**config.mk**
```make
export PLATFORM = sky130hd
export DESIGN_NAME = mmio_seg_display_flat
export DESIGN_NICKNAME = d
export VERILOG_FILES = /design/src/rtl/mmio_seg_display_pkg.sv /design/src/rtl/mmio_seg_display_if.sv /design/src/rtl/mmio_seg_display_hex_to_seg.sv /design/src/rtl/mmio_seg_display.sv /design/src/flat_wrapper.sv
export SDC_FILE = /design/constraint.sdc
export NUM_CORES = 1
export LEC_CHECK = 0
export CAP_MARGIN = 20
export CORE_MARGIN = 4
export CORE_UTILIZATION = 55
export CTS_BUF_LIST = sky130_fd_sc_hd__clkbuf_2
export DETAILED_ROUTE_END_ITERATION = 7
export PLACE_DENSITY = 0.89
export REMOVE_ABC_BUFFERS = 1
export SLEW_MARGIN = 20
export SYNTH_ARGS = -nofsm -noshare
export SYNTH_HDL_FRONTEND = slang
export SYNTH_SLANG_ARGS = --single-unit
```
**constraint.sdc**
```tcl
create_clock -name clk -period 2.6 [get_ports clk]
set_input_delay 0.26 -clock clk [delete_from_list [all_inputs] [get_ports clk]]
set_output_delay 0.26 -clock clk [all_outputs]
set_load 0.03 [all_outputs]
```
**src/rtl/mmio_seg_display_pkg.sv**
```systemverilog
// Shared constants for the memory-mapped 7-segment display peripheral:
// register offsets, CTRL/STATUS bit positions and the hex glyph table.
package seg_display_pkg;

    // DATA words start at the base of the window.
    localparam int DATA_OFF = 0;

    // CTRL, BLANK and STATUS follow the DATA words.
    // These offsets are counted from BASE + number of DATA words.
    localparam int CTRL_REL   = 0;
    localparam int BLANK_REL  = 1;
    localparam int STATUS_REL = 2;

    // CTRL register fields.
    localparam int CTRL_EN_BIT   = 0;
    localparam int CTRL_SYNC_BIT = 1;
    localparam int CTRL_DP_LSB   = 8;

    // STATUS register fields.
    localparam int STATUS_PEND_BIT = 0;
    localparam int STATUS_IDX_LSB  = 8;

    // Active-high glyphs, bit order g..a (bit 6 = g, bit 0 = a).
    localparam logic [6:0] HEX_SEG_TABLE [16] = '{
        7'h3F, 7'h06, 7'h5B, 7'h4F, 7'h66, 7'h6D, 7'h7D, 7'h07,
        7'h7F, 7'h6F, 7'h77, 7'h7C, 7'h39, 7'h5E, 7'h79, 7'h71
    };

    // Number of 16-bit DATA words needed to hold all digit nibbles.
    function automatic int num_words(input int digits);
        return (digits + 3) / 4;
    endfunction

endpackage

```
**src/rtl/mmio_seg_display_if.sv**
```systemverilog
// CPU-side data bus for the display peripheral.
// The Hack CPU drives addressM/writeM/outM.
// The peripheral returns read data and a window-hit flag.
interface mmio_seg_display_if;
    logic [15:0] address;
    logic        load;
    logic [15:0] in;
    logic [15:0] out;
    logic        hit;

    modport master (output address, load, in, input out, hit);
    modport slave  (input address, load, in, output out, hit);
endinterface

```
**src/rtl/mmio_seg_display_hex_to_seg.sv**
```systemverilog
// Combinational nibble-to-glyph decoder.
// The output is active-high; polarity is applied by the caller.
module hex_to_seg
    import seg_display_pkg::*;
(
    input  logic [3:0] nibble,
    output logic [6:0] seg
);

    // Plain table lookup keeps the glyph set in one place (the package).
    always_comb begin
        seg = HEX_SEG_TABLE[nibble];
    end

endmodule

```
**src/rtl/mmio_seg_display.sv**
```systemverilog
// Memory-mapped N-digit multiplexed 7-segment display.
// Features: shadow/active digit storage with optional frame-synchronous commit,
// per-digit blank and decimal-point masks, and anti-ghosting blanking at the
// start of each digit slot.
module mmio_seg_display
    import seg_display_pkg::*;
#(
    parameter int          NUM_DIGITS     = 4,
    parameter logic [15:0] BASE_ADDR      = 16'h4000,
    parameter int          REFRESH_DIV    = 50000,
    parameter int          BLANK_CYCLES   = 500,
    parameter bit          SEG_ACTIVE_LOW = 1'b1,
    parameter bit          EN_ACTIVE_LOW  = 1'b1
) (
    input  logic                  clk,
    input  logic                  reset,
    mmio_seg_display_if.slave     bus,
    output logic [6:0]            seg_out,
    output logic                  dp_out,
    output logic [NUM_DIGITS-1:0] digit_en,
    output logic                  frame_tick
);

    localparam int NW    = num_words(NUM_DIGITS);
    localparam int DIV_W = $clog2(REFRESH_DIV);
    localparam int IDX_W = (NUM_DIGITS > 1) ? $clog2(NUM_DIGITS) : 1;

    localparam logic [15:0] CTRL_OFF   = 16'(NW + CTRL_REL);
    localparam logic [15:0] BLANK_OFF  = 16'(NW + BLANK_REL);
    localparam logic [15:0] STATUS_OFF = 16'(NW + STATUS_REL);

    localparam logic [DIV_W-1:0] DIV_LAST  = DIV_W'(REFRESH_DIV - 1);
    localparam logic [DIV_W-1:0] BLANK_END = DIV_W'(BLANK_CYCLES);
    localparam logic [IDX_W-1:0] IDX_LAST  = IDX_W'(NUM_DIGITS - 1);

    // Scan state
    logic [DIV_W-1:0] div_q;
    logic [IDX_W-1:0] idx_q;
    logic             div_last;
    logic             frame_end;

    // Register file
    logic [NUM_DIGITS*4-1:0] shadow_q;
    logic [NUM_DIGITS*4-1:0] active_q;
    logic [NW*16-1:0]        shadow_words;
    logic                    en_q;
    logic                    sync_q;
    logic [NUM_DIGITS-1:0]   dp_mask_q;
    logic [NUM_DIGITS-1:0]   blank_mask_q;
    logic                    pending_q;

    // Bus decode
    logic [15:0] offset;
    logic        in_window;
    logic        wr_data;
    logic        wr_ctrl;
    logic        wr_blank;
    logic [15:0] rd_data;

    // Current-slot values feeding the output registers
    logic [3:0]            cur_nibble;
    logic                  cur_dp;
    logic [6:0]            cur_seg;
    logic [NUM_DIGITS-1:0] en_vec;

    assign offset    = bus.address - BASE_ADDR;
    assign in_window = (bus.address >= BASE_ADDR) && (offset <= STATUS_OFF);
    assign wr_data   = bus.load && in_window && (offset < 16'(NW));
    assign wr_ctrl   = bus.load && in_window && (offset == CTRL_OFF);
    assign wr_blank  = bus.load && in_window && (offset == BLANK_OFF);

    assign div_last   = (div_q == DIV_LAST);
    assign frame_end  = div_last && (idx_q == IDX_LAST);
    assign frame_tick = frame_end;

    assign shadow_words = (NW*16)'(shadow_q);
    assign bus.hit      = in_window;
    assign bus.out      = rd_data;

    // Divider and digit index: the scan free-runs regardless of EN.
    always_ff @(posedge clk or negedge reset) begin
        if (!reset) begin
            div_q <= '0;
            idx_q <= '0;
        end else if (div_last) begin
            div_q <= '0;
            idx_q <= (idx_q == IDX_LAST) ? '0 : idx_q + IDX_W'(1);
        end else begin
            div_q <= div_q + DIV_W'(1);
        end
    end

    // CPU writes to shadow digits, CTRL and BLANK; mask bits past the last digit are dropped.
    always_ff @(posedge clk or negedge reset) begin
        if (!reset) begin
            shadow_q     <= '0;
            en_q         <= 1'b1;
            sync_q       <= 1'b0;
            dp_mask_q    <= '0;
            blank_mask_q <= '0;
        end else begin
            for (int k = 0; k < NW; k++) begin
                for (int i = 0; i < 4; i++) begin
                    if ((4*k + i < NUM_DIGITS) && wr_data && (offset == 16'(k))) begin
                        shadow_q[(4*k + i)*4 +: 4] <= bus.in[i*4 +: 4];
                    end
                end
            end
            if (wr_ctrl) begin
                en_q      <= bus.in[CTRL_EN_BIT];
                sync_q    <= bus.in[CTRL_SYNC_BIT];
                dp_mask_q <= bus.in[CTRL_DP_LSB +: NUM_DIGITS];
            end
            if (wr_blank) begin
                blank_mask_q <= bus.in[NUM_DIGITS-1:0];
            end
        end
    end

    // Shadow-to-active commit: every cycle when unsynchronised, else only at the frame boundary.
    always_ff @(posedge clk or negedge reset) begin
        if (!reset) begin
            active_q  <= '0;
            pending_q <= 1'b0;
        end else if (!sync_q) begin
            active_q  <= shadow_q;
            pending_q <= 1'b0;
        end else begin
            if (frame_end && pending_q) begin
                active_q <= shadow_q;
            end
            if (wr_data) begin
                pending_q <= 1'b1;
            end else if (frame_end) begin
                pending_q <= 1'b0;
            end
        end
    end

    // Read mux: zero outside the window and for unimplemented bits.
    always_comb begin
        rd_data = '0;
        if (in_window) begin
            for (int k = 0; k < NW; k++) begin
                if (offset == 16'(DATA_OFF + k)) begin
                    rd_data = shadow_words[k*16 +: 16];
                end
            end
            if (offset == CTRL_OFF) begin
                rd_data[CTRL_EN_BIT]                   = en_q;
                rd_data[CTRL_SYNC_BIT]                 = sync_q;
                rd_data[CTRL_DP_LSB +: NUM_DIGITS]     = dp_mask_q;
            end
            if (offset == BLANK_OFF) begin
                rd_data[NUM_DIGITS-1:0] = blank_mask_q;
            end
            if (offset == STATUS_OFF) begin
                rd_data[STATUS_PEND_BIT]           = pending_q;
                rd_data[STATUS_IDX_LSB +: IDX_W]   = idx_q;
            end
        end
    end

    // Select the current digit's nibble, DP bit and enable (after anti-ghost blanking).
    always_comb begin
        cur_nibble = '0;
        cur_dp     = 1'b0;
        en_vec     = '0;
        for (int d = 0; d < NUM_DIGITS; d++) begin
            if (idx_q == IDX_W'(d)) begin
                cur_nibble = active_q[d*4 +: 4];
                cur_dp     = dp_mask_q[d];
                en_vec[d]  = en_q && (div_q >= BLANK_END) && !blank_mask_q[d];
            end
        end
    end

    hex_to_seg u_hex_to_seg (
        .nibble (cur_nibble),
        .seg    (cur_seg)
    );

    // Register the pad outputs with polarity applied last, so pins never glitch.
    always_ff @(posedge clk or negedge reset) begin
        if (!reset) begin
            seg_out  <= {7{SEG_ACTIVE_LOW}};
            dp_out   <= SEG_ACTIVE_LOW;
            digit_en <= {NUM_DIGITS{EN_ACTIVE_LOW}};
        end else begin
            seg_out  <= cur_seg ^ {7{SEG_ACTIVE_LOW}};
            dp_out   <= cur_dp ^ SEG_ACTIVE_LOW;
            digit_en <= en_vec ^ {NUM_DIGITS{EN_ACTIVE_LOW}};
        end
    end

endmodule

```
**src/flat_wrapper.sv**
```systemverilog
// flat-port wrapper written by rule: the top's interface ports become plain ports
module mmio_seg_display_flat import seg_display_pkg::*;
#(
    parameter int          NUM_DIGITS     = 4,
    parameter logic [15:0] BASE_ADDR      = 16'h4000,
    parameter int          REFRESH_DIV    = 50000,
    parameter int          BLANK_CYCLES   = 500,
    parameter bit          SEG_ACTIVE_LOW = 1'b1,
    parameter bit          EN_ACTIVE_LOW  = 1'b1
)
  (clk, reset, seg_out, dp_out, digit_en, frame_tick, bus_address, bus_load, bus_in, bus_out, bus_hit);
  mmio_seg_display_if bus_i ();
  input  logic clk;
  input  logic reset;
  output logic [6:0] seg_out;
  output logic dp_out;
  output logic [NUM_DIGITS-1:0] digit_en;
  output logic frame_tick;
  input wire logic [$bits(bus_i.address)-1:0] bus_address;
  input wire logic [$bits(bus_i.load)-1:0] bus_load;
  input wire logic [$bits(bus_i.in)-1:0] bus_in;
  output wire logic [$bits(bus_i.out)-1:0] bus_out;
  output wire logic [$bits(bus_i.hit)-1:0] bus_hit;
  assign bus_i.address = bus_address;
  assign bus_i.load = bus_load;
  assign bus_i.in = bus_in;
  assign bus_out = bus_i.out;
  assign bus_hit = bus_i.hit;
  mmio_seg_display #(.NUM_DIGITS(NUM_DIGITS), .BASE_ADDR(BASE_ADDR), .REFRESH_DIV(REFRESH_DIV), .BLANK_CYCLES(BLANK_CYCLES), .SEG_ACTIVE_LOW(SEG_ACTIVE_LOW), .EN_ACTIVE_LOW(EN_ACTIVE_LOW)) u_core (.clk(clk), .reset(reset), .bus(bus_i), .seg_out(seg_out), .dp_out(dp_out), .digit_en(digit_en), .frame_tick(frame_tick));
endmodule
```
* Word-level counts from Yosys, hierarchy flattened
Memories as Yosys holds them, arrays and structs flattened.
Index checks and enable logic that the tools add are counted.
** Word-level totals
- Register bits :: 73
- Bits in read-only memories :: 112
- Input port bits :: 35
- Output and inout port bits :: 30
- Word-level logic and storage cells :: 81
- Memories kept :: 1
** Memory list
- (no name shown) :: words 16, bits a word 7, read ports 1, clocked after Yosys merged registers in 0, write ports 0, line mmio_seg_display_hex_to_seg.sv:12 : seg = HEX_SEG_TABLE[nibble];
** Operators by class
- $add $sub $neg :: 3
- $lt $le $gt $ge :: 5
- Eq/ne operators :: 9
- Multiplexer cells :: 28
- Bitwise gates (word level) :: 4
- Reductions and logical operators :: 19
** Operators with widths (number)
- 16-bit 2-to-1 mux :: 5
- 16-bit by 2-bit == test with 1-bit output (second input constant) :: 2
- 4-bit 2-to-1 mux :: 6
- 16-bit by 1-bit adder with 16-bit output (second input constant) :: 1
- 16-bit by 1-bit == test with 1-bit output (second input constant) :: 1
- 16-bit == test (second input constant) :: 1
- 16-bit by 15-bit greater-or-equal comparator with 1-bit output (second input constant) :: 1
- 16-bit by 9-bit greater-or-equal comparator with 1-bit output (second input constant) :: 1
- 16-bit by 2-bit <= comparator with 1-bit output (second input constant) :: 1
- 16-bit logical NOT :: 1
- 16-bit by 1-bit < comparator with 1-bit output (second input constant) :: 1
- 16-bit by 15-bit subtractor with 16-bit output (second input constant) :: 1
- 7-bit 2-to-1 mux :: 2
- 1-bit logical AND :: 13
- 1-bit 2-to-1 mux :: 12
- 7-bit inverter :: 1
- 2-bit 2-to-1 mux :: 3
- 5-bit greater-or-equal comparator (second input constant) :: 1
- 4-bit inverter with 5-bit output :: 1
- 2-bit == test (second input constant) :: 2
- 1-bit logical NOT :: 4
- 4-bit inverter :: 1
- 3-bit by 2-bit inequality test with 1-bit output (second input constant) :: 1
- 2-bit by 1-bit adder with 2-bit output (second input constant) :: 1
- 4 further kinds :: 4

* Longest topological paths before layout
Gate-level depths: netlist of the first run.
- Depth after elaboration :: 10
- Mapped depth :: 10
- Mapped depth without buffers :: 9

* Cells and area by module
A second synthesis of the first run with hierarchy kept.
** Unflattened totals
- Cells, all modules :: 312
- Area total of the unflattened synthesis :: 3719.8 um2
** By module, submodules not included
- mmio_seg_display :: instances 1, cells an instance 279, area an instance 3432.0 um2, sequential area each 1843.0 um2
- hex_to_seg :: instances 1, cells an instance 33, area an instance 287.8 um2, sequential area each 0.0 um2

* Least setup slack after synthesis of the first run
Ideal clock, no wire load.
- Path type :: reg2reg
- Start point :: reg u_core.idx_q[0]
- End point :: reg u_core.seg_out[1]
- Library setup time :: 0.080 ns
- Data arrival time :: 2.284 ns
- Data required time :: 2.520 ns
- Slack :: 0.237 ns
- Stages on the path, launching flop included :: 10
- Path buffers :: 2
- Clock period less this slack :: 2.363 ns
- Cells stage by stage :: dfrtp_1 ha_1 buf_2 clkbuf_1 a211oi_1 a211oi_1 inv_1 ha_1 mux2i_1 a32o_1
** Between the ends
- Cells in the longest elaborated chain, start to end :: 10
- Elaborated cells between the ends (all ways) :: 13
- Classes of those cells :: eq/ne: 3; mux: 6; bitwise: 2; reduce/logical: 1; memory: 1
** RTL lines
- start, declared :: line mmio_seg_display.sv:38 : logic [IDX_W-1:0] idx_q;
- start signal, assigned :: line mmio_seg_display.sv:87 : idx_q <= (idx_q == IDX_LAST) ? '0 : idx_q + IDX_W'(1);
- 2-bit logical NOT :: line mmio_seg_display.sv:170 : if (idx_q == IDX_W'(d)) begin
- 4-bit 2-to-1 mux (3 in a row) :: line mmio_seg_display.sv:170
- 4-bit 2-to-1 mux (*) :: line mmio_seg_display.sv:170
- 4-bit inverter with 5-bit output (not written as such) (*) :: line mmio_seg_display_hex_to_seg.sv:12
- memory read 16 x 7 bit (*)
- 7-bit 2-to-1 mux (not written as such) (*) (2 in a row) :: line mmio_seg_display_hex_to_seg.sv:12
- 7-bit inverter (no source line) (*)
- end signal, assigned :: line mmio_seg_display.sv:186 : seg_out <= {7{SEG_ACTIVE_LOW}};
- end signal, assigned :: line mmio_seg_display.sv:190 : seg_out <= cur_seg ^ {7{SEG_ACTIVE_LOW}};
- end, declared :: line mmio_seg_display.sv:18 : output logic [6:0] seg_out,
Every way passes the cells marked *; elsewhere a longest branch is shown, timed or not. The select of a mux whose other input is x is not followed.
A chain may end at the register's enable or synchronous reset.

* Final worst setup path of the first run
- Start point :: reg u_core.div_q[12]
- End point :: out frame_tick
** Between the ends
- Cells in the longest elaborated chain, start to end :: 2
** RTL lines
- start, declared :: line mmio_seg_display.sv:37 : logic [DIV_W-1:0] div_q;
- start signal, assigned :: line mmio_seg_display.sv:89 : div_q <= div_q + DIV_W'(1);
- 16-bit == test :: line mmio_seg_display.sv:72 : assign div_last = (div_q == DIV_LAST);
- 1-bit logical AND :: line mmio_seg_display.sv:73 : assign frame_end = div_last && (idx_q == IDX_LAST);
- end, declared :: line flat_wrapper.sv:18 : output logic frame_tick;
Every way passes these cells.

==> flow_summary_export.csv, run 1 <==
group,metric,value,unit
placed_design,place_ws,-0.00815,ns
layout,nets,432,
power_and_ir_drop,power_frac_seq,0.640,
route,viasPerCell,5.81,
synth,async_flop_share,1.00,
die,core,6420,µm²
run,drv_cap,0,
clocking,clockBufferDepth,2,
synth,synth_edf_count,0,
route,drt_wl_total,8030,µm
clocking,htreeDepth,3,
clocking,cts_tree,"built",
die,dieHeight,89.9,µm
placed_design,placed_cells,446,
sta,worst_slack,0.136,ns
route,drc_errors,0,
placed_design,routabilityCongestion,0.815,
power_and_ir_drop,swShare,0.257,
die,initial_core_util,0.574,
layout,syn_to_final_growth,23.9,%
power_and_ir_drop,power.density,389,nW/µm²
die,rows,29,
worst_setup_path,critPathCapture,"frame_tick",
synth,syn_inst,305,
hold_path,min_path_type,"input port to flip-flop",
placed_design,io_buffers,64,
synth,syn_area_per_cell,12.1,µm²
worst_setup_path,cp-start-kind,"flip-flop",
synth,synth_warnings,0,
worst_setup_path,setup.worst_path.start,"u_core.div_q[12]$_DFF_PN0_",
layout,antenna_cells,0,
sta,rsz0062_at_grt,"no",
clocking,cts_root_buf,"clkbuf_2",
clocking,clk_latency,0.53,ns
worst_setup_path,cp_max_fo,5,
route,dr.pass1.iters,5,
power_and_ir_drop,ir_drop,0.000270,V
global_routing,grt_max_degree,74,
route,wire_per_inst,17.2,µm
synth,synth_top_cells_by_area,"dfrtp_1, mux2_2, dfstp_2, ha_1, mux2_4",
synth,synth_top_area_frac,0.407,
sta,relSlewSlack,0.410,
synth,ys_types,53,
sta,slew_viol_final,0,
placed_design,dpl.hpwl,5750,µm
die,ios,65,
synth,synth-seq-cells,73,
sta,worstMarginPinSlew,0.884,ns
power_and_ir_drop,clock_power_share,0.306,
route,vias,2715,
worst_setup_path,crit_type,"flip-flop to output port",
worst_setup_path,reg2reg_slack,0.26,ns
global_routing,grt_first_pass_wirelength,13500,µm
sta,skew,0.0357,ns
sta,timing.hold.ws,0.333,ns
sta,period_needed,2.46,ns
route,ant_nets,0,
clocking,cts.sink_count,73,
layout,final_common_cell,"dfrtp_1",
synth,synth_area,3690,µm²
clocking,cts_buffers,9,
global_routing,grt_usage,0.206,
global_routing,antenna_found_initial,0,
synth,yosysSeqAreaShare,0.500,
layout,final_cell_mix,"dfrtp_1, clkdlybuf4s50_1, buf_4, mux2_2, nor2_1",
power_and_ir_drop,p_switching,0.458,mW
layout,layout-drive-gt1-share,0.313,
worst_setup_path,crit_required,2.34,ns
synth,synth_ff_type,"dfrtp_1",
sta,fmax,406,MHz
global_routing,grt_pass1_vias,2739,
sta,hold_violations,0,
global_routing,overflow,0,
layout,utilization,0.712,
layout,fin_cells,467,
power_and_ir_drop,p_leak,2.12,nW
worst_setup_path,cp.arrival,2.20,ns
die,die-width,89.9,µm
worst_setup_path,critPathCaptureType,"output port",
die,die_area,8080,µm²
synth,synth.largest_area_cell,"dfrtp_1",
route,drt-initial-drc-count,255,
power_and_ir_drop,pwr-share-comb,0.054,
sta,tns,0,ns
outcome,status,"complete, no violations",
clocking,clkTransAtPathRegs,0.21,ns
worst_setup_path,r2r-end,"u_core.seg_out[4]$_DFF_PN1_",
sta,final-setup-viol-count,0,
sta,post-route-period-util,0.948,
power_and_ir_drop,intPower,1.32,mW
worst_setup_path,r2r_cells,10,
worst_setup_path,rr_startpoint,"u_core.idx_q[1]$_DFFE_PN0N_",
==> routing by layer <==
layer  vias up  GRT usage  routed length, µm
li1       1251          -                  -
met1      1334      0.260               3410
met2       109      0.336               3890
met3        21     0.0609                604
met4         0     0.0804                130
met5         -          0                  0
==> area by class of cell <==
type                            instances  area, µm²
Clock buffer                           10       50.0
Clock inverter                          6       43.8
Fill cell                             449       1850
Inverter                               12       45.0
Multi-Input combinational cell        206       1730
Sequential cell                        73       1840
Tap cell                               77       96.3
Timing Repair Buffer                   83        761
==> worst min path at each step <==
stage | from | to | slack [ns] | cells after the start
finish | bus_in[14] | u_core.shadow_q[14]$_DFFE_PN0P_ | 0.33 | 2
detailed placement | u_core.dp_mask_q[3]$_DFFE_PN0P_ | u_core.dp_out$_DFF_PN1_ | 0.46 | 1
global placement | u_core.dp_mask_q[3]$_DFFE_PN0P_ | u_core.dp_out$_DFF_PN1_ | 0.43 | 1
CTS | bus_in[14] | u_core.shadow_q[14]$_DFFE_PN0P_ | 0.32 | 2
global route | bus_in[3] | u_core.shadow_q[3]$_DFFE_PN0P_ | 0.31 | 2
floorplan | reset | u_core.active_q[0]$_DFFE_PN0P_ | -0.04 | 0
==> state kept, by name, indices dropped and copies added (netlist names) <==
signal / flops
u_core.dp_mask_q: 4
u_core.dp_out: 1
u_core.pending_q: 1
u_core.div_q: 16
u_core.idx_q: 2
u_core.digit_en: 4
u_core.sync_q: 1
u_core.blank_mask_q: 4
u_core.shadow_q: 16
u_core.active_q: 16
u_core.en_q: 1
u_core.seg_out: 7
==> synthesized netlist by cell type (2+ instances only) <==
library cell,number
nor3b_1,3
a211oi_1,6
dfrtp_1,60
clkbuf_1,8
nor3_1,8
nor4_2,2
buf_2,3
nand3b_1,3
a21oi_1,2
mux2_4,10
a221oi_1,2
dfstp_2,13
mux2_2,32
inv_1,12
nor2b_1,7
o22ai_1,4
and3_1,2
nand2_1,9
nor4_1,5
xnor2_1,8
and2_1,9
nor2_1,18
or3b_2,4
mux2i_1,15
o21ai_1,2
ha_1,12
nand4_1,4
a31oi_1,2
nand2b_1,2
xor2_1,5
nand3_1,9
o21ai_0,3
==> logic make-up (layout without fill, tap and decap cells) <==
family | after synthesis | count (layout) | synth area share
XOR/XNOR | 13 | 13 | 0.0309
AO/OA/AOI/OAI | 29 | 29 | 0.0550
flip-flops | 73 | 73 | 0.500
multiplexers | 58 | 58 | 0.185
adder cells (fa/ha/maj) | 12 | 12 | 0.0407
buffers and inverters | 26 | 111 | 0.0349
AND/OR/NAND/NOR | 94 | 94 | 0.154
==> power groups by stage <==
| stage | clock [mW] | combinational [mW] | sequential (mW) |
|---|---|---|---|
| finish | 0.545 | 0.0959 | 1.14 |
| global route | 0.608 | 0.105 | 1.14 |
| CTS | 0.556 | 0.0974 | 1.14 |
| detailed placement | 0 | 0.0957 | 1.16 |
| global placement | 0 | 0.0946 | 1.16 |
| floorplan | 0 | 0.00674 | 1.16 |
==> stage by stage <==
stage          power, mW  cell area [µm²]
2_1_floorplan       1.16             3600
3_3_place_gp        1.25             4420
3_5_place_dp        1.25             4420
4_1_cts             1.79             4530
5_1_grt             1.85             4570
6_report            1.78             4570
==> worst max-delay path: stages, from the launching register on <==
cell	delay (ns)
dfrtp_2	0.48
or4_4	0.57
nor4_4	0.28
and2_2	0.19
clkbuf_4	0.18
==> what timing repair did <==
action                     4_1_cts  5_1_grt
gates resized for setup          6        3
buffers inserted                 0        4
pin swaps                        0        1
setup endpoints to repair        2        2
hold endpoints to repair        60        0
hold buffers                     1        0
cloned                           0        0
No activity file was read; power rests on OpenSTA's default activity.
==> inputs of run 2 (changes only) <==
CORE_UTILIZATION = 53   (was 55)
CTS_BUF_LIST = unset   (was sky130_fd_sc_hd__clkbuf_2)
PLACE_DENSITY = 0.86   (was 0.89)
==> flow_summary_export.csv, run 2 (synthesized netlist as in run 1, its figures left out) <==
group,metric,value,unit
outcome,status,"complete, no violations",
die,rows,30,
sta,skew,0.0131,ns
clocking,clkTransAtPathRegs,0.07,ns
layout,largestRegisters,"u_core.active_q (16), u_core.div_q (16), u_core.shadow_q (16)",
layout,multi_input_area,1720,µm²
layout,final_cell_mix,"dfrtp_1, clkdlybuf4s50_1, mux2_2, buf_4, nor2_1",
global_routing,grt_max_degree,74,
layout,layout-drive-gt1-share,0.290,
layout,seqCellArea,1840,µm²
sta,hold_violations,0,
route,viasPerCell,5.45,
route,ant_nets,0,
sta,post-route-period-util,0.943,
die,die-width,91.4,µm
layout,antenna_cells,0,
sta,relSlewSlack,0.402,
clocking,cts_buffers,9,
placed_design,routabilityCongestion,0.832,
worst_setup_path,cp-start-kind,"flip-flop",
worst_setup_path,rr_startpoint,"u_core.idx_q[1]$_DFFE_PN0N_",
clocking,htreeDepth,3,
die,ios,65,
worst_setup_path,critPathCaptureType,"output port",
die,die_area,8360,µm²
sta,fmax,408,MHz
hold_path,min_path_type,"input port to asynchronous set/reset pin",
placed_design,dpl.hpwl,5710,µm
power_and_ir_drop,power.density,433,nW/µm²
global_routing,antenna_found_initial,0,
route,drt_wl_total,7910,µm
placed_design,placed_cells,464,
layout,nFillCells,484,
die,initial_core_util,0.543,
run,drv_cap,0,
route,wire_per_inst,16.5,µm
layout,nets,426,
route,vias,2612,
placed_design,io_buffers,64,
global_routing,grt_usage,0.198,
clocking,cts_tree,"built",
layout,fin_cells,479,
sta,worstMarginPinSlew,0.896,ns
worst_setup_path,cp.arrival,2.19,ns
route,dr.pass1.iters,4,
route,drt-initial-drc-count,133,
worst_setup_path,setup.worst_path.start,"u_core.div_q[7]$_DFF_PN0_",
sta,final-setup-viol-count,0,
clocking,cts.sink_count,73,
sta,period_needed,2.45,ns
global_routing,grt_pass1_vias,2638,
layout,final_common_cell,"dfrtp_1",
global_routing,overflow,0,
sta,timing.hold.ws,0.127,ns
sta,rsz0062_at_grt,"no",
worst_setup_path,crit_required,2.34,ns
layout,syn_to_final_growth,24.4,%
clocking,clk_latency,0.34,ns
worst_setup_path,cp_max_fo,4,
die,dieHeight,91.4,µm
clocking,clockBufferDepth,2,
placed_design,place_ws,0.0808,ns
global_routing,grt_first_pass_wirelength,13100,µm
sta,slew_viol_final,0,
route,drc_errors,0,
worst_setup_path,crit_type,"flip-flop to output port",
die,core,6790,µm²
sta,worst_slack,0.148,ns
power_and_ir_drop,p_leak,2.12,nW
sta,tns,0,ns
power_and_ir_drop,ir_drop,0.000223,V
clocking,cts_root_buf,"clkbuf_8",
## run 2: changes by cell type in the layout (fill, tap and decap cells not counted), sizes merged
cell         previous run  this run
buf                    36        31
clkbuf                 11        14
clkinvlp                3         0
clkinv                  2         1
dlygate4sd2             0         1
dlygate4sd3             1         0
inv                    13        12
## run 2: final cells by class
class,instances,area share
repair buffers,77,0.153
multi-input cells,206,0.375
inverters,12,0.00981
well taps,96,0.0262
clock inverters,1,0.00109
clock buffers,14,0.0333
flip-flops and latches,73,0.402
## run 2: what timing repair did
| action | CTS | global route |
|---|---|---|
| buffers inserted | 0 | 0 |
| hold buffers | 0 | 0 |
| gates resized for setup | 1 | 1 |
| endpoints found under the setup margin | 1 | 4 |
## run 2: power breakdown
part,internal (mW),total [mW],switching [mW]
Sequential,1.14,1.14,0.000189
Clock,0.368,0.754,0.386
Combinational,0.0522,0.0953,0.0430
Total,1.56,1.99,0.429
## run 2: worst max-delay path, cell delays in order, from the launching register on
cell	delay, ns
dfrtp_1	0.42
or4b_4	0.56
nor4_2	0.30
and2_2	0.18
dlygate4sd2_1	0.39
## run 2: layer usage
metal / part of all wire / vias to the layer above / GRT usage
met4: 0.015 / 0 / 0.0766
li1: - / 1239 / -
met5: 0 / - / 0
met1: 0.43 / 1296 / 0.242
met3: 0.050 / 11 / 0.0464
met2: 0.50 / 66 / 0.338
## run 2: worst paths after layout
kind / slack, ns / to / depth (start not counted)
worst max-delay path: 0.15 / frame_tick / 4
worst min-delay path: 0.13 / u_core.active_q[8]$_DFFE_PN0P_ / 2
min in group clk: 0.45 / u_core.dp_out$_DFF_PN1_ / 1
max in group asynchronous: 1.88 / u_core.dp_mask_q[3]$_DFFE_PN0P_ / 2
worst min register to register: 0.45 / u_core.dp_out$_DFF_PN1_ / 1
worst max register to register: 0.23 / u_core.seg_out[4]$_DFF_PN1_ / 9
## run 2: through the flow
step                       util  total power [mW]  instance area, µm²
after floorplan               -              1.16                3600
after global placement    0.652              1.25                4430
after detailed placement  0.652              1.25                4430
after CTS                 0.675              2.00                4580
after global routing      0.676              2.06                4590
final                     0.676              1.99                4590
==> inputs of run 3 (changes only) <==
CORE_ASPECT_RATIO = 0.7   (was unset)
CTS_CLUSTER_DIAMETER = 120   (was unset)
SYNTH_HIERARCHICAL = 1   (was unset)
==> flow_summary_export.csv, run 3 <==
group,metric,value,unit
outcome,status,"complete, no violations",
power_and_ir_drop,clock_power_share,0.388,
synth,synth_edf_count,0,
power_and_ir_drop,power,2.02,mW
synth,netlist_top_cells_count,"dfrtp_1, mux2_2, inv_1, nor2_1, nand2_1",
sta,tns,0,ns
synth,synth_area,3720,µm²
route,viasPerCell,5.57,
sta,post-route-period-util,0.953,
synth,synth-seq-cells,73,
clocking,clkTransAtPathRegs,0.07,ns
worst_setup_path,reg2reg_slack,0.12,ns
synth,synth_top_area_frac,0.404,
worst_setup_path,r2r-end,"u_core/seg_out[3]$_DFF_PN1_",
worst_setup_path,cp_max_fo,5,
worst_setup_path,cp.arrival,2.77,ns
power_and_ir_drop,ir_drop,0.000257,V
die,initial_core_util,0.548,
clocking,cts.sink_count,73,
layout,nFillCells,479,
layout,largestRegisters,"u_core/active_q (16), u_core/div_q (16), u_core/shadow_q (16)",
route,wire_per_inst,17.4,µm
layout,layout-drive-gt1-share,0.290,
sta,relSlewSlack,0.634,
route,drc_errors,0,
synth,syn_inst,312,
layout,syn_to_final_growth,26.6,%
sta,period_needed,2.48,ns
sta,hold_violations,0,
global_routing,overflow,0,
power_and_ir_drop,p_switching,0.460,mW
route,vias,2753,
layout,seqCellArea,1840,µm²
worst_setup_path,critPathCaptureType,"flip-flop",
power_and_ir_drop,power_frac_seq,0.562,
die,die-width,108,µm
sta,slew_viol_final,0,
power_and_ir_drop,power.density,429,nW/µm²
route,dr.pass1.iters,5,
die,core,6790,µm²
placed_design,dpl.hpwl,6420,µm
layout,antenna_cells,0,
sta,worstMarginPinSlew,0.547,ns
power_and_ir_drop,p_leak,2.26,nW
worst_setup_path,crit_required,2.90,ns
synth,yosysSeqAreaShare,0.495,
clocking,clk_latency,0.36,ns
global_routing,grt_pass1_vias,2872,
worst_setup_path,r2r_cells,9,
worst_setup_path,crit_type,"flip-flop to flip-flop",
clocking,clockBufferDepth,2,
layout,final_cell_mix,"dfrtp_1, clkdlybuf4s50_1, buf_4, mux2_2, inv_1",
die,die_area,8440,µm²
die,ios,65,
power_and_ir_drop,intPower,1.56,mW
route,ant_nets,0,
global_routing,grt_max_degree,40,
layout,multi_input_area,1730,µm²
clocking,cts_root_buf,"clkbuf_8",
power_and_ir_drop,swShare,0.228,
synth,syn_area_per_cell,11.9,µm²
clocking,cts_buffers,9,
sta,rsz0062_at_grt,"yes",
layout,final_common_cell,"dfrtp_1",
die,rows,25,
placed_design,routabilityCongestion,0.889,
route,drt_wl_total,8600,µm
sta,timing.hold.ws,0.472,ns
layout,nets,443,
synth,async_flop_share,1.00,
worst_setup_path,cp-start-kind,"flip-flop",
hold_path,min_path_type,"input port to asynchronous set/reset pin",
global_routing,grt_usage,0.220,
placed_design,place_ws,0.00832,ns
synth,synth_most_common_cell,"dfrtp_1",
sta,final-setup-viol-count,0,
synth,ys_types,50,
layout,utilization,0.694,
sta,worst_slack,0.121,ns
placed_design,io_buffers,64,
global_routing,grt_first_pass_wirelength,14200,µm
global_routing,antenna_found_initial,0,
synth,synth_warnings,6,
synth,synth_top_cells_by_area,"dfrtp_1, dfstp_2, mux2_2, ha_1, mux2_4",
die,dieHeight,78.1,µm
sta,skew,0.0110,ns
synth,synth_ff_type,"dfrtp_1",
route,drt-initial-drc-count,222,
sta,fmax,403,MHz
run,drv_cap,0,
worst_setup_path,rr_startpoint,"u_core/idx_q[0]$_DFFE_PN0N_",
clocking,htreeDepth,3,
clocking,cts_tree,"built",
synth,synth.largest_area_cell,"dfrtp_1",
power_and_ir_drop,pwr-share-comb,0.049,
-- run 3: cell count changes after synthesis, sizes merged, moves of 4 or more --
cell    previous run  this run
xnor2              8         3
or3b               4         0
a21oi              2         7
and4               0         5
o22ai              4         0
mux2i             15         9
inv               12        20
xor2               5         9
buf                6        10
nand3              9         5
a211oi             6         0
mux2              42        47
nand2              9        15
-- run 3: power by group through the flow --
| stage | Combinational [mW] | Clock [mW] | Sequential (mW) |
|---|---|---|---|
| after floorplan | 0.00766 | 0 | 1.16 |
| after global placement | 0.0972 | 0 | 1.16 |
| after detailed placement | 0.100 | 0 | 1.16 |
| after CTS | 0.102 | 0.812 | 1.14 |
| after global routing | 0.109 | 0.858 | 1.14 |
| final | 0.0999 | 0.785 | 1.14 |
-- run 3: through the flow --
| stage | instances | cell area, µm² |
|---|---|---|
| 5_1_grt | 494 | 4710 |
| 6_report | 494 | 4710 |
| 3_3_place_gp | 476 | 4500 |
| 3_5_place_dp | 476 | 4500 |
| 2_1_floorplan | 297 | 3630 |
| 4_1_cts | 493 | 4680 |
-- run 3: layer usage --
layer  track usage  up-vias  part of all wire
li1              -     1257                 -
met1         0.287     1371              0.42
met2         0.349      115              0.48
met3        0.0764       10             0.092
met4        0.0656        0             0.013
met5             0        -                 0
-- run 3: layout make-up --
| cell class | instances | share of cell area |
|---|---|---|
| Tap cell | 94 | 0.0250 |
| Multi-Input combinational cell | 204 | 0.368 |
| Clock inverter | 5 | 0.00691 |
| Inverter | 20 | 0.0159 |
| Sequential cell | 73 | 0.392 |
| Clock buffer | 11 | 0.0300 |
| Timing Repair Buffer | 87 | 0.163 |
-- run 3: kinds of logic after synthesis --
logic type | synth area share
AND/OR/NAND/NOR | 0.145
flip-flops | 0.495
multiplexers | 0.190
buffers and inverters | 0.0447
AO/OA/AOI/OAI | 0.0528
adder cells (fa/ha/maj) | 0.0437
XOR/XNOR | 0.0283
-- run 3: what timing repair did --
action	4_1_cts	5_1_grt
pin swaps	0	1
cloned	0	0
resized for setup	2	5
hold buffers	1	0
setup buffers	0	1
endpoints found under the hold margin	60	0
endpoints found under the setup margin	2	6
-- run 3: worst max-delay path: stages (launching register included) --
cell	delay, ns
dfrtp_2	0.45
inv_1	0.12
ha_1	0.19
nor2b_4	0.17
a221oi_1	0.09
o31ai_2	0.38
inv_1	0.13
ha_1	0.34
mux4_1	0.49
inv_1	0.06
-- run 3: worst max path at each step --
| stage | from | end | slack (ns) | cells after the start |
|---|---|---|---|---|
| finish | u_core/idx_q[0]$_DFFE_PN0N_ | u_core/seg_out[3]$_DFF_PN1_ | 0.12 | 9 |
| global route | u_core/idx_q[1]$_DFFE_PN0N_ | u_core/seg_out[3]$_DFF_PN1_ | -0.01 | 9 |
| CTS | u_core/idx_q[1]$_DFFE_PN0N_ | u_core/seg_out[3]$_DFF_PN1_ | 0.03 | 9 |
| detailed placement | u_core/idx_q[1]$_DFFE_PN0N_ | u_core/seg_out[3]$_DFF_PN1_ | 0.008 | 9 |
| global placement | u_core/idx_q[0]$_DFFE_PN0N_ | u_core/seg_out[3]$_DFF_PN1_ | 0.16 | 9 |
| floorplan | u_core/idx_q[0]$_DFFE_PN0N_ | u_core/seg_out[3]$_DFF_PN1_ | -0.13 | 7 |
